==> src/rtl/fwd_select_ctrl.sv <==
// Operand-forwarding select generator and load-use hazard detector.
// Tracks rd/regwrite/memread down ID/EX, EX/MEM, MEM/WB and registers EX mux selects.
module fwd_select_ctrl #(
    parameter int REG_W = 5,
    parameter int SEL_W = 2
) (
    input  logic             clk_i,
    input  logic             rst_i,
    input  logic             stall_i,
    input  logic             flush_i,
    input  logic [REG_W-1:0] id_rs1_i,
    input  logic [REG_W-1:0] id_rs2_i,
    input  logic             id_use_rs1_i,
    input  logic             id_use_rs2_i,
    input  logic [REG_W-1:0] id_rd_i,
    input  logic             id_regwrite_i,
    input  logic             id_memread_i,
    output logic [SEL_W-1:0] fwd_a_o,
    output logic [SEL_W-1:0] fwd_b_o,
    output logic             hazard_stall_o,
    output logic [REG_W-1:0] ex_rd_o
);

    localparam logic [SEL_W-1:0] SEL_RF  = SEL_W'(0);
    localparam logic [SEL_W-1:0] SEL_WB  = SEL_W'(1);
    localparam logic [SEL_W-1:0] SEL_EXM = SEL_W'(2);
    localparam logic [SEL_W-1:0] SEL_RSV = SEL_W'(3);

    logic [REG_W-1:0] idex_rd_q, idex_rd_d;
    logic             idex_rw_q, idex_rw_d;
    logic             idex_mr_q, idex_mr_d;
    logic [REG_W-1:0] exmem_rd_q, exmem_rd_d;
    logic             exmem_rw_q, exmem_rw_d;
    logic             exmem_mr_q, exmem_mr_d;
    logic [REG_W-1:0] memwb_rd_q, memwb_rd_d;
    logic             memwb_rw_q, memwb_rw_d;
    logic [SEL_W-1:0] fwd_a_q, fwd_a_d;
    logic [SEL_W-1:0] fwd_b_q, fwd_b_d;

    logic             hazard;
    logic [SEL_W-1:0] sel_a_nxt;
    logic [SEL_W-1:0] sel_b_nxt;

    // Stages are compared as they will look after the edge: ID/EX moves to EX/MEM.
    function automatic logic [SEL_W-1:0] next_sel(
        input logic             use_rs,
        input logic [REG_W-1:0] rs,
        input logic             idex_rw,
        input logic [REG_W-1:0] idex_rd,
        input logic             exmem_rw,
        input logic [REG_W-1:0] exmem_rd
    );
        logic live;
        live = use_rs && (rs != '0);
        if (live && idex_rw && (idex_rd == rs)) begin
            return SEL_EXM;
        end else if (live && exmem_rw && (exmem_rd == rs)) begin
            return SEL_WB;
        end else begin
            return SEL_RF;
        end
    endfunction

    always_comb begin
        hazard = idex_mr_q && (idex_rd_q != '0) &&
                 ((id_use_rs1_i && (id_rs1_i == idex_rd_q)) ||
                  (id_use_rs2_i && (id_rs2_i == idex_rd_q)));
    end

    always_comb begin
        sel_a_nxt = next_sel(id_use_rs1_i, id_rs1_i, idex_rw_q,
                             idex_rd_q, exmem_rw_q, exmem_rd_q);
        sel_b_nxt = next_sel(id_use_rs2_i, id_rs2_i, idex_rw_q,
                             idex_rd_q, exmem_rw_q, exmem_rd_q);
    end

    always_comb begin
        idex_rd_d  = idex_rd_q;
        idex_rw_d  = idex_rw_q;
        idex_mr_d  = idex_mr_q;
        exmem_rd_d = exmem_rd_q;
        exmem_rw_d = exmem_rw_q;
        exmem_mr_d = exmem_mr_q;
        memwb_rd_d = memwb_rd_q;
        memwb_rw_d = memwb_rw_q;
        fwd_a_d    = fwd_a_q;
        fwd_b_d    = fwd_b_q;
        if (!stall_i) begin
            exmem_rd_d = idex_rd_q;
            exmem_rw_d = idex_rw_q;
            exmem_mr_d = idex_mr_q;
            memwb_rd_d = exmem_rd_q;
            memwb_rw_d = exmem_rw_q;
            if (flush_i || hazard) begin
                idex_rd_d = '0;
                idex_rw_d = 1'b0;
                idex_mr_d = 1'b0;
                fwd_a_d   = SEL_RF;
                fwd_b_d   = SEL_RF;
            end else begin
                idex_rd_d = id_rd_i;
                idex_rw_d = id_regwrite_i;
                idex_mr_d = id_memread_i;
                fwd_a_d   = sel_a_nxt;
                fwd_b_d   = sel_b_nxt;
            end
        end
    end

    always_ff @(posedge clk_i or posedge rst_i) begin
        if (rst_i) begin
            idex_rd_q  <= '0;
            idex_rw_q  <= 1'b0;
            idex_mr_q  <= 1'b0;
            exmem_rd_q <= '0;
            exmem_rw_q <= 1'b0;
            exmem_mr_q <= 1'b0;
            memwb_rd_q <= '0;
            memwb_rw_q <= 1'b0;
            fwd_a_q    <= SEL_RF;
            fwd_b_q    <= SEL_RF;
        end else begin
            idex_rd_q  <= idex_rd_d;
            idex_rw_q  <= idex_rw_d;
            idex_mr_q  <= idex_mr_d;
            exmem_rd_q <= exmem_rd_d;
            exmem_rw_q <= exmem_rw_d;
            exmem_mr_q <= exmem_mr_d;
            memwb_rd_q <= memwb_rd_d;
            memwb_rw_q <= memwb_rw_d;
            fwd_a_q    <= fwd_a_d;
            fwd_b_q    <= fwd_b_d;
        end
    end

    assign fwd_a_o        = fwd_a_q;
    assign fwd_b_o        = fwd_b_q;
    assign hazard_stall_o = hazard;
    assign ex_rd_o        = idex_rd_q;

    // A select in EX must point at a live, non-load producer in the named stage.
    a_exm_src: assert property (@(posedge clk_i) disable iff (rst_i)
        ((fwd_a_q == SEL_EXM) || (fwd_b_q == SEL_EXM)) |->
            (exmem_rw_q && !exmem_mr_q && (exmem_rd_q != '0)));

    a_wb_src: assert property (@(posedge clk_i) disable iff (rst_i)
        ((fwd_a_q == SEL_WB) || (fwd_b_q == SEL_WB)) |->
            (memwb_rw_q && (memwb_rd_q != '0)));

    a_no_rsv: assert property (@(posedge clk_i) disable iff (rst_i)
        (fwd_a_q != SEL_RSV) && (fwd_b_q != SEL_RSV));

endmodule

==> config.mk <==
export PLATFORM = sky130hd
export DESIGN_NAME = fwd_select_ctrl
export DESIGN_NICKNAME = d
export VERILOG_FILES = /design/src/rtl/fwd_select_ctrl.sv
export SDC_FILE = /design/constraint.sdc
export NUM_CORES = 1
export LEC_CHECK = 0
export CAP_MARGIN = 5
export CORE_ASPECT_RATIO = 0.7
export CORE_UTILIZATION = 44
export CTS_BUF_LIST = sky130_fd_sc_hd__clkbuf_4 sky130_fd_sc_hd__clkbuf_8 sky130_fd_sc_hd__clkbuf_16
export CTS_CLUSTER_SIZE = 28
export DETAILED_ROUTE_END_ITERATION = 6
export PLACE_DENSITY = 0.78
export SKIP_LAST_GASP = 1
export SLEW_MARGIN = 20
export SYNTH_ARGS = -nofsm -noshare
export SYNTH_HDL_FRONTEND = slang
export SYNTH_SLANG_ARGS = --single-unit
==> constraint.sdc <==
create_clock -name clk_i -period 2.1 [get_ports clk_i]
set_input_delay 0.21 -clock clk_i [delete_from_list [all_inputs] [get_ports clk_i]]
set_output_delay 0.21 -clock clk_i [all_outputs]
set_load 0.1 [all_outputs]
==> results.cfg <==
[setup_path]
path_class = flop to output port
critPathSlowestCell = dfrtp_2
start_kind = flop
cpPeakStageDelay_ps = 470
cp.required_ps = 1890
crit_fanout = 6
endpoint_kind = output port
crit_chain = xor2_1 > nor3_2 > nand4_1 > a21o_2 > inv_2 > buf_12
cp.arrival_ps = 1760

[synth]
synth_cells = 84
ys_warn_count = 0
ys_ff_latch = 17
synth-seq-area-share_pct = 44.74
syn_area_um2 = 950.9
syn_nets = 107
synth.distinct_cells = 23
syn_area_per_cell_um2 = 11.32

[clock_tree]
clock_path_buffers = 2
cts_tree = built
clock_sinks = 17
clk_latency_ps = 290
root_buffer = clkbuf_4
numCtsBuffers = 3
cts_htree_levels = 1
cts.reportedPaths.clkPinSlew_ps = 100

[floorplanning]
coreArea_um2 = 1936
die-area_um2 = 2354
die_width_um = 57.57
initial_core_util_pct = 49.13
rows = 13
io_pins = 33
fp.dieH_um = 40.90

[status]
violations = design-rule violations
status = finished with violations

[route]
antenna_left = 0
drt_wl_total_mm = 2.258
firstDrtPassIters = 6
remaining_drc_errors = 1
vias = 803
wl_per_cell_um = 16.13
avgViaCountPerCell = 5.736
dr.first_iter.drc_count = 19

[layout]
fillers = 158
multi_input_area_um2 = 495.5
antennaDiodeCount = 0
finalNetCount = 142
syn2layout_area_growth_pct = 38.29
seq_area_um2 = 431.7
drive_above_1_share_pct = 26.27
instances_no_fill = 140
final_util_pct = 67.94

[timing]
fin_crit_sh_pct = 94.04
slew_viol_final = 0
max_freq_ghz = 0.5064
tightest_slew_ps = 714.2
hold_slack_ps = 287.3
report.final.hold_viol_count = 0
setup_tns_ps = 0
max_slew_margin_pct = 52.21
setup_violations = 0
rsz0062_at_grt = no
finalClockSkew_ps = 3.544
period_needed_ps = 1975

[placed_design]
gp_congestion = 0.8159
numPlacedInstances = 135
io_buffers = 32

[global_route]
grt.overflow.total = 0
grt_pass1_vias = 790
antenna_found_initial = 0
grt_first_pass_wirelength_mm = 3.705
track_usage_pct = 22.01
grt_max_degree = 18

[power_and_ir_drop]
p_leak_nw = 0.5627
p_per_area_nw_per_um2 = 610.8
max-vdd-ir-drop_v = 0.0003856

[run]
maxCapViolations = 0

[min_path]
hp-class = input port to async pin
## layer usage
metal	global-route usage [%]	vias up	wire length [µm]
li1	-	382	-
met1	25.82	394	998
met2	40.99	25	1112
met3	6.940	2	137
met4	4.878	0	9
met5	0	-	0
## sequential cells by signal, summed over array words and instances (netlist names)
register / count
idex_mr_q: 1
exmem_rw_q: 1
fwd_b_o: 2
fwd_a_o: 2
ex_rd_o: 5
idex_rw_q: 1
exmem_rd_q: 5
## area by class of cell
cell class | instances | area share [%]
sequential | 17 | 32.83
clock buffer | 4 | 2.284
inverter | 2 | 0.5709
timing repair buffer | 34 | 24.55
multi-input combinational | 61 | 37.68
tap | 22 | 2.093
## cell families after synthesis
group           Yosys count  synth area share (%)
compound gates           15                 13.95
mux                       6                 7.105
xor+xnor                 20                 18.42
flops                    17                 44.74
simple gates             20                 12.63
buf+inv                   6                 3.157
## path summary, 6_finish.rpt
kind	from	endpoint	slack, ps	cells past startpoint
max	ex_rd_o[2]	hazard_stall_o	130	6
min in group clk_i	fwd_a_o[0]	fwd_a_o[0]	500	1
max reg2reg	ex_rd_o[2]	ex_rd_o[2]	320	6
min	rst_i	fwd_a_o[1]	290	2
max in group asynchronous	rst_i	ex_rd_o[4]	1370	2
min reg2reg	fwd_a_o[0]	fwd_a_o[0]	500	1
## metrics by stage
| stage | instance area, µm² | worst slack, ps | total power [mW] |
|---|---|---|---|
| detailed placement | 1277 | 89.77 | 0.6242 |
| global placement | 1277 | 123.8 | 0.6182 |
| finish | 1315 | 125.2 | 0.8032 |
| CTS | 1315 | 122.0 | 0.8098 |
| global route | 1315 | 7.698 | 0.8451 |
| floorplan | 957.2 | 29.03 | 0.5343 |
## cells in the final DEF (no fill, tap or decap), drive strengths merged, types with 2 or more instances in the layout
cell type | synthesis | layout
nand3 | 3 | 3
clkbuf | 3 | 4
buf | 1 | 12
inv | 2 | 2
or4 | 3 | 3
xnor2 | 8 | 8
clkdlybuf4s50 | 0 | 22
nor2 | 4 | 4
dfrtp | 17 | 17
xor2 | 12 | 12
nand4 | 3 | 3
a32o | 10 | 10
nor3 | 3 | 3
o21ai | 3 | 3
mux2 | 6 | 6
## worst max-delay path, delay by kind of cell (launching register included)
kind	cells	cell delay (ps)
AO/OA/AOI/OAI	1	250
flip-flops	1	470
AND/OR/NAND/NOR	2	350
buffers and inverters	2	230
XOR/XNOR	1	180
## Yosys cell counts
master	instances	area, µm²
dfrtp_1	17	425.4
xor2_1	12	105.1
a32o_1	10	100.1
xnor2_1	8	70.07
mux2_2	6	67.56
nor2_1	4	15.01
clkbuf_1	3	11.26
nand3_1	3	15.01
nand4_1	3	18.77
or4_1	3	22.52
nor3_2	2	20.02
o21ai_1	2	10.01
a21o_2	1	8.760
a22o_1	1	8.760
and3_1	1	6.260
buf_6	1	11.26
inv_1	1	3.750
inv_2	1	3.750
nand2_1	1	3.750
nor3_1	1	5.000
nor3b_1	1	7.510
nor4_1	1	6.260
o21ai_0	1	5.000
## power by group
group          leakage [nW]  switching [mW]  internal (mW)
Sequential            0.218          0.0347          0.352
Combinational         0.326           0.127          0.103
Clock                0.0184          0.0996         0.0868
## what timing repair did
action	4_1_cts	5_1_grt
setup buffers	1	0
hold buffers	0	0
setup endpoints to repair	1	0
resized for setup	0	0
Power figures use the tool's default switching activity.
